`src/rtl/seq_sort_engine_if.sv`:
```
// seq_sort_engine_if: start/done handshake and data bus for the sequential sorter
interface seq_sort_engine_if #(
   parameter int WIDTH = 4,
   parameter int DEPTH = 4
);
   logic                     start;
   logic                     descend;
   logic [WIDTH*DEPTH-1:0]   in_data;
   logic                     busy;
   logic                     done;
   logic                     out_valid;
   logic [WIDTH*DEPTH-1:0]   out_data;

   modport master (output start, descend, in_data, input busy, done, out_valid, out_data);
   modport slave  (input start, descend, in_data, output busy, done, out_valid, out_data);
endinterface

```
`src/rtl/seq_sort_engine.sv`:
```
// seq_sort_engine: odd-even transposition sorter, one compare-exchange pass per clock
module seq_sort_engine #(
   parameter int WIDTH = 4,
   parameter int DEPTH = 4
) (
   input  logic               clk,
   input  logic               rst_n,
   seq_sort_engine_if.slave   bus
);
   localparam int CW = $clog2(DEPTH) + 1;
   localparam int N  = WIDTH * DEPTH;
   localparam logic [0:0] S_IDLE = 1'b0;
   localparam logic [0:0] S_SORT = 1'b1;

   logic [0:0]    r_state;
   logic [CW-1:0] r_cnt;
   logic          r_desc;
   logic [N-1:0]  r_work;
   logic [N-1:0]  r_out;
   logic          r_busy;
   logic          r_done;
   logic          r_valid;
   logic [N-1:0]  w_pass;
   logic          w_last;

   assign w_last        = r_cnt == CW'(DEPTH - 1);
   assign bus.busy      = r_busy;
   assign bus.done      = r_done;
   assign bus.out_valid = r_valid;
   assign bus.out_data  = r_out;

   // one pass: pairs starting at even lanes when r_cnt is even, odd lanes when odd; an unpaired end lane passes through
   always_comb begin
      w_pass = r_work;
      for (int k = 0; k < DEPTH - 1; k++) begin
         if (k[0] == r_cnt[0] &&
             (r_desc ? r_work[k*WIDTH +: WIDTH] < r_work[(k+1)*WIDTH +: WIDTH]
                     : r_work[k*WIDTH +: WIDTH] > r_work[(k+1)*WIDTH +: WIDTH])) begin
            w_pass[k*WIDTH +: WIDTH]     = r_work[(k+1)*WIDTH +: WIDTH];
            w_pass[(k+1)*WIDTH +: WIDTH] = r_work[k*WIDTH +: WIDTH];
         end
      end
   end

   // job control: accept in IDLE, run DEPTH passes, publish result on the last pass
   always_ff @(posedge clk or negedge rst_n) begin
      if (!rst_n) begin
         r_state <= S_IDLE;
         r_cnt   <= '0;
         r_desc  <= 1'b0;
         r_work  <= '0;
         r_out   <= '0;
         r_busy  <= 1'b0;
         r_done  <= 1'b0;
         r_valid <= 1'b0;
      end else begin
         r_done <= 1'b0;
         if (r_state == S_IDLE) begin
            if (bus.start) begin
               r_work  <= bus.in_data;
               r_desc  <= bus.descend;
               r_cnt   <= '0;
               r_busy  <= 1'b1;
               r_valid <= 1'b0;
               r_state <= S_SORT;
            end
         end else begin
            r_work <= w_pass;
            r_cnt  <= r_cnt + 1'b1;
            if (w_last) begin
               r_out   <= w_pass;
               r_done  <= 1'b1;
               r_valid <= 1'b1;
               r_busy  <= 1'b0;
               r_state <= S_IDLE;
            end
         end
      end
   end
endmodule

```
`src/flat_wrapper.sv`:
```
// flat-port wrapper written by rule: the top's interface ports become plain ports
module seq_sort_engine_flat 
#(
   parameter int WIDTH = 4,
   parameter int DEPTH = 4
)
  (clk, rst_n, bus_start, bus_descend, bus_in_data, bus_busy, bus_done, bus_out_valid, bus_out_data);
  seq_sort_engine_if #(.WIDTH(WIDTH), .DEPTH(DEPTH)) bus_i ();
  input  logic clk;
  input  logic rst_n;
  input wire logic [$bits(bus_i.start)-1:0] bus_start;
  input wire logic [$bits(bus_i.descend)-1:0] bus_descend;
  input wire logic [$bits(bus_i.in_data)-1:0] bus_in_data;
  output wire logic [$bits(bus_i.busy)-1:0] bus_busy;
  output wire logic [$bits(bus_i.done)-1:0] bus_done;
  output wire logic [$bits(bus_i.out_valid)-1:0] bus_out_valid;
  output wire logic [$bits(bus_i.out_data)-1:0] bus_out_data;
  assign bus_i.start = bus_start;
  assign bus_i.descend = bus_descend;
  assign bus_i.in_data = bus_in_data;
  assign bus_busy = bus_i.busy;
  assign bus_done = bus_i.done;
  assign bus_out_valid = bus_i.out_valid;
  assign bus_out_data = bus_i.out_data;
  seq_sort_engine #(.WIDTH(WIDTH), .DEPTH(DEPTH)) u_core (.clk(clk), .rst_n(rst_n), .bus(bus_i));
endmodule
```
`config.mk`:
```
export PLATFORM = sky130hd
export DESIGN_NAME = seq_sort_engine_flat
export DESIGN_NICKNAME = d
export VERILOG_FILES = /design/src/rtl/seq_sort_engine_if.sv /design/src/rtl/seq_sort_engine.sv /design/src/flat_wrapper.sv
export SDC_FILE = /design/constraint.sdc
export NUM_CORES = 1
export LEC_CHECK = 0
export ABC_AREA = 1
export BUFFER_PORTS_ARGS = -buffer_cell sky130_fd_sc_hd__buf_4
export CAP_MARGIN = 30
export CORE_ASPECT_RATIO = 0.9
export CORE_MARGIN = 3
export CORE_UTILIZATION = 45
export CTS_CLUSTER_SIZE = 16
export DETAILED_ROUTE_END_ITERATION = 10
export PLACE_DENSITY = 0.66
export SLEW_MARGIN = 20
export SYNTH_ARGS = -nofsm -noshare
export SYNTH_HDL_FRONTEND = slang
export SYNTH_SLANG_ARGS = --single-unit
```
`constraint.sdc`:
```
create_clock -name clk -period 2.4 [get_ports clk]
set_input_delay 0.48 -clock clk [delete_from_list [all_inputs] [get_ports clk]]
set_output_delay 0.48 -clock clk [all_outputs]
set_load 0.02 [all_outputs]
```
# Word level (Yosys, flattened, before mapping)
# Cells that the tools add are included.
[totals] register_bits=40 output_inout_bits=19
[classes] addsub=1 bitwise=2 eq_ne=2 n_reduce_logical=7 muxes=21 order_cmp=6
[op_table] cell="16-bit two-way mux" n=2
[op_table] cell="8-bit two-way mux" n=3
[op_table] cell="1-bit two-way mux" n=14
[op_table] cell="4-bit > comparator" n=3
[op_table] cell="4-bit < comparator" n=3
[op_table] cell="3-bit two-way mux" n=2
[op_table] cell="2-bit AND reduction" n=3
[op_table] cell="3-bit by 1-bit adder with 3-bit output, second input constant" n=1
[op_table] cell="3-bit by 2-bit == test with 1-bit output, second input constant" n=1
[op_table] cell="1-bit logical AND" n=3
[op_table] cell="2-bit != test, second input constant" n=1
[op_table] cell="1-bit NOT" n=2
[op_table] cell="2-bit nonzero test" n=1

# Longest topological paths before layout
[depth] depth_word=7 depth_mapped=15 depth_no_buf=14

# Least setup slack after synthesis
# OpenSTA, ideal clock, no wires.
[synth_timing] path_type="reg2reg" from="reg u_core.r_work[7]" to="reg u_core.r_work[2]" t_arrival_ps=1620 path_buffers=1 synth_period_minus_slack_ps=1752 setup_slack_ps=648 stages_incl_launch_ff=10 cell_sequence="dfrtp_1 inv_1 ha_1 a21oi_2 nand2_4 a21oi_4 nand2_2 buf_6 o21ai_2 o21bai_2"
[synth_via] elab_chain_cells=5 elab_cells_between_ends=6
[synth_lines] item="start: declaration" line_no="seq_sort_engine.sv:18" text="logic [N-1:0] r_work;"
[synth_lines] item="start signal: assignment" line_no="seq_sort_engine.sv:60" text="r_work <= bus.in_data;"
[synth_lines] item="start signal: assignment" line_no="seq_sort_engine.sv:68" text="r_work <= w_pass;"
[synth_lines] item="4-bit > comparator / 4-bit < comparator (equally long branches)" line_no="seq_sort_engine.sv:38, seq_sort_engine.sv:37"
[synth_lines] item="1-bit two-way mux *" line_no="seq_sort_engine.sv:37" text="(r_desc ? r_work[k*WIDTH +: WIDTH] < r_work[(k+1)*WIDTH +: WIDTH]"
[synth_lines] item="1-bit logical AND *" line_no="seq_sort_engine.sv:36" text="if (k[0] == r_cnt[0] &&"
[synth_lines] item="8-bit two-way mux *" line_no="seq_sort_engine.sv:36"
[synth_lines] item="16-bit two-way mux *" line_no="seq_sort_engine.sv:58" text="if (r_state == S_IDLE) begin"
# Every way passes the cells marked *; elsewhere a longest branch is shown, timed or not.
# A chain may end at the register's enable or synchronous reset.

# Worst setup path in the final report
[layout_timing] from="reg u_core.r_work[7]" to="reg u_core.r_out[5], in the netlist u_core.bus.out_data[5]"
[layout_via] elab_chain_cells=5 elab_cells_between_ends=10
[layout_lines] item="4-bit > comparator / 4-bit < comparator (equally long branches)" line_no="seq_sort_engine.sv:38, seq_sort_engine.sv:37"
[layout_lines] item="1-bit two-way mux" line_no="seq_sort_engine.sv:37"
[layout_lines] item="1-bit logical AND" line_no="seq_sort_engine.sv:36"
[layout_lines] item="8-bit two-way mux" line_no="seq_sort_engine.sv:36"
[layout_lines] item="8-bit two-way mux *" line_no="seq_sort_engine.sv:36"
[layout_lines] item="end signal: assignment" line_no="seq_sort_engine.sv:71" text="r_out <= w_pass;"
[layout_lines] item="end: declaration" line_no="seq_sort_engine.sv:19" text="logic [N-1:0] r_out;"
# Marked as above.

==> impl_results.md <==
- Outcome: finished clean
- Crit end category: register
- PostCTS Resize Cnt: 0
- Dpl cell area: 2784 um2
- Slew Viols, Final: 0
- Commonest cells in the netlist: nand2_1, nand3_1, dfrtp_1, inv_1, o21ai_0
- Remaining global-route overflow: 0
- CP Data Arrival Time: between 2 and 2.5 ns
- Setup repair after global routing missed its margin: no
- Worst setup SP type: register
- GPL Wtd Cong: 0.8733
- Avg Vias per Cell: around 5.3
- CP peak stage delay: 0.48 ns
- Core area: 5045 um2
- N_diodes: 0
- IO buf count: 38
- Reg2Reg Setup Slack: 0.35 ns
- Post-route ant nets: 0
- Clock Skew: 0.007433 ns
- Syn avg cell area: 8.420 um2
- Vias in the first global route: 2043
- Clock-pin transition on the worst setup and hold timing paths: 0.08 ns
- Cell taking the most area after synthesis: dfrtp_1
- Worst Path Required: approximately 2.6 ns
- Total length of routed wires: between 5 and 6 mm
- Async set or reset register ratio after synthesis: 100.0%
- Hpwl dp: about 4.3 mm
- Share of layout cells above drive strength 1: 29.48%
- Post-Syn Area: 2459 um2
- Chip Width: 83.92 um
- Largest net degree at the start of global routing: 41
- Residual DRC: 0
- CTS tree: yes
- Sequential-to-total area share from yosys stat: about two fifths
- Synthesized Nets: 326
- Worst-margin pin slew: 0.5357 ns
- Synth cell types: 28
- Cells after Synth: 292
- Share of the synthesized area in the top cell type: between 40% and 50%
- DRT iter0 DRCs: 99
- Total track usage: 19.29%
- Final Setup Violations: 0
- Worst Path Max Fanout: 12
- Clk sinks: 40
- Synth-to-layout area growth: 18.47%
- Post-route cell area: between 2000 and 3000 um2
- Number of buffers inserted by hold repair at cts: 0
- # nets final: 363
- DR WL/cell: 15.01 um
- Ys Warns: 0
- H-Tree Level Count: 2
- Fmax achieved: 487.4 MHz
- Post-layout min period: 2.052 ns
- Worst R2R Path Depth: 10
- Die area: ~6400 um2
- I/O Pins: 39
- CP Class: register to register
- First-pass GRT wire length: 9.998 mm
- Row Count: 24
- RR Startpoint: u_core.r_work[7]
- DR pass1 iterations: 4
- Maxcap violations: 0
- Final TNS setup: 0 ns
- Synthesis-stage register bit count: 40
- Number of flops mapped to enable cells by yosys: 0
- Clock buffer count from CTS: 5
- Starting density of the core: roughly half
- CP max-delay cell: dfrtp_1
- Capturing point of the worst reg2reg path: u_core.bus.out_data[5]
- Most frequent cell after synthesis: nand2_1
- Final hold vios: 0
- Final hold slack: 0.1474 ns
- Post CTS Setup Buffer Count: 0
- Synth top area cells: dfrtp_1, nand2_1, nand3_1, ha_1, inv_1
- Clock Path Buffers: 2
- Rel. slew slack: between 60% and 70%
- Most frequent CP cell: nand2_2
- Via count: 2101
- Die span in y: 76.13 um
- Critical-path cell list: inv_1 -> ha_1 -> a21oi_2 -> nand2_4 -> a21oi_4 -> nand2_2 -> nand2_2 -> nand3_2 -> nand3_1 -> nand2_1
- CTS root buffer: clkbuf_8
- Hold WC Path Type: primary input to asynchronous set/reset pin
- Initial antenna violation count: 0
- Final period utilization: approximately 85%
- Post-synth top flop: dfrtp_1
- Clk Latency, worst-skew pair: 0.29 ns
-- per-stage QoR --
stage / setup WS (ns) / cells / utilization (%)
5_1_grt: 0.1700 / 394 / 57.74
2_1_floorplan: 0.6478 / 292 / -
3_5_place_dp: 0.3672 / 387 / 55.18
3_3_place_gp: 0.4352 / 387 / 55.18
4_1_cts: 0.3526 / 394 / 57.74
6_report: 0.3485 / 394 / 57.74
-- flip-flops by register name (all words and copies together), names as in the netlist --
| register | cells |
|---|---|
| u_core.bus.busy | 1 |
| u_core.bus.done | 1 |
| u_core.bus.out_data | 16 |
| u_core.bus.out_valid | 1 |
| u_core.r_cnt | 3 |
| u_core.r_desc | 1 |
| u_core.r_state | 1 |
| u_core.r_work | 16 |
-- worst max-delay path, delay by kind of cell (launching register included) --
family          cells  cell delay (ns)
buf+inv             1             0.09
compound gates      2             0.38
simple gates        6             0.69
flops               1             0.48
fa+ha+maj           1             0.31
-- area by class of cell --
type / count / area, um2
Fill cell: 482 / 2132
Clock inverter: 2 / 60.06
Sequential cell: 40 / 1001
Inverter: 39 / 146.4
Timing Repair Buffer: 41 / 307.8
Multi-Input combinational cell: 202 / 1247
Clock buffer: 5 / 68.82
Tap cell: 65 / 81.33
-- placed cells by master (no fill, tap or decap), types with 2 or more instances in the layout --
cell | synthesis | routed
nand4_1 | 5 | 5
a21oi_4 | 2 | 2
o21bai_2 | 4 | 4
clkbuf_8 | 0 | 5
o21bai_1 | 5 | 5
inv_1 | 35 | 35
bufinv_16 | 0 | 2
nand3_2 | 9 | 9
o21ai_0 | 19 | 19
o21ai_2 | 12 | 12
nand2_2 | 14 | 14
buf_4 | 1 | 41
nor2_1 | 2 | 2
nand3_1 | 43 | 43
a21oi_1 | 4 | 4
o21ai_1 | 2 | 2
nand2_4 | 2 | 2
ha_1 | 14 | 14
dfrtp_1 | 40 | 40
nand2_1 | 60 | 60
inv_2 | 3 | 3
-- routing by layer --
| metal | global-route usage (%) | vias to the layer above | wire length, um |
|---|---|---|---|
| li1 | - | 1044 | - |
| met1 | 29.28 | 990 | 3058 |
| met2 | 27.58 | 57 | 2445 |
| met3 | 3.892 | 10 | 336 |
| met4 | 5.627 | 0 | 74 |
| met5 | 0 | - | 0 |
-- cells by family after synthesis --
family	Yosys count	share of synthesized area [%]
fa+ha+maj	14	7.125
buf+inv	50	8.550
flops	40	40.71
simple gates	137	28.60
compound gates	51	15.01
-- worst max-delay path by stage --
stage	slack, ns	to	start	cells after the start
3_5_place_dp	0.37	u_core.bus.out_data[5]	u_core.r_work[7]	10
6_report	0.35	u_core.bus.out_data[5]	u_core.r_work[7]	10
2_1_floorplan	0.65	u_core.r_work[2]	u_core.r_work[7]	9
4_1_cts	0.35	u_core.bus.out_data[5]	u_core.r_work[7]	10
5_1_grt	0.17	u_core.bus.out_data[1]	u_core.r_work[6]	11
3_3_place_gp	0.44	u_core.r_work[2]	u_core.r_work[7]	8
Power is not shown: default switching activity piles up to over one toggle a cycle in this logic, so the estimate is an artifact.
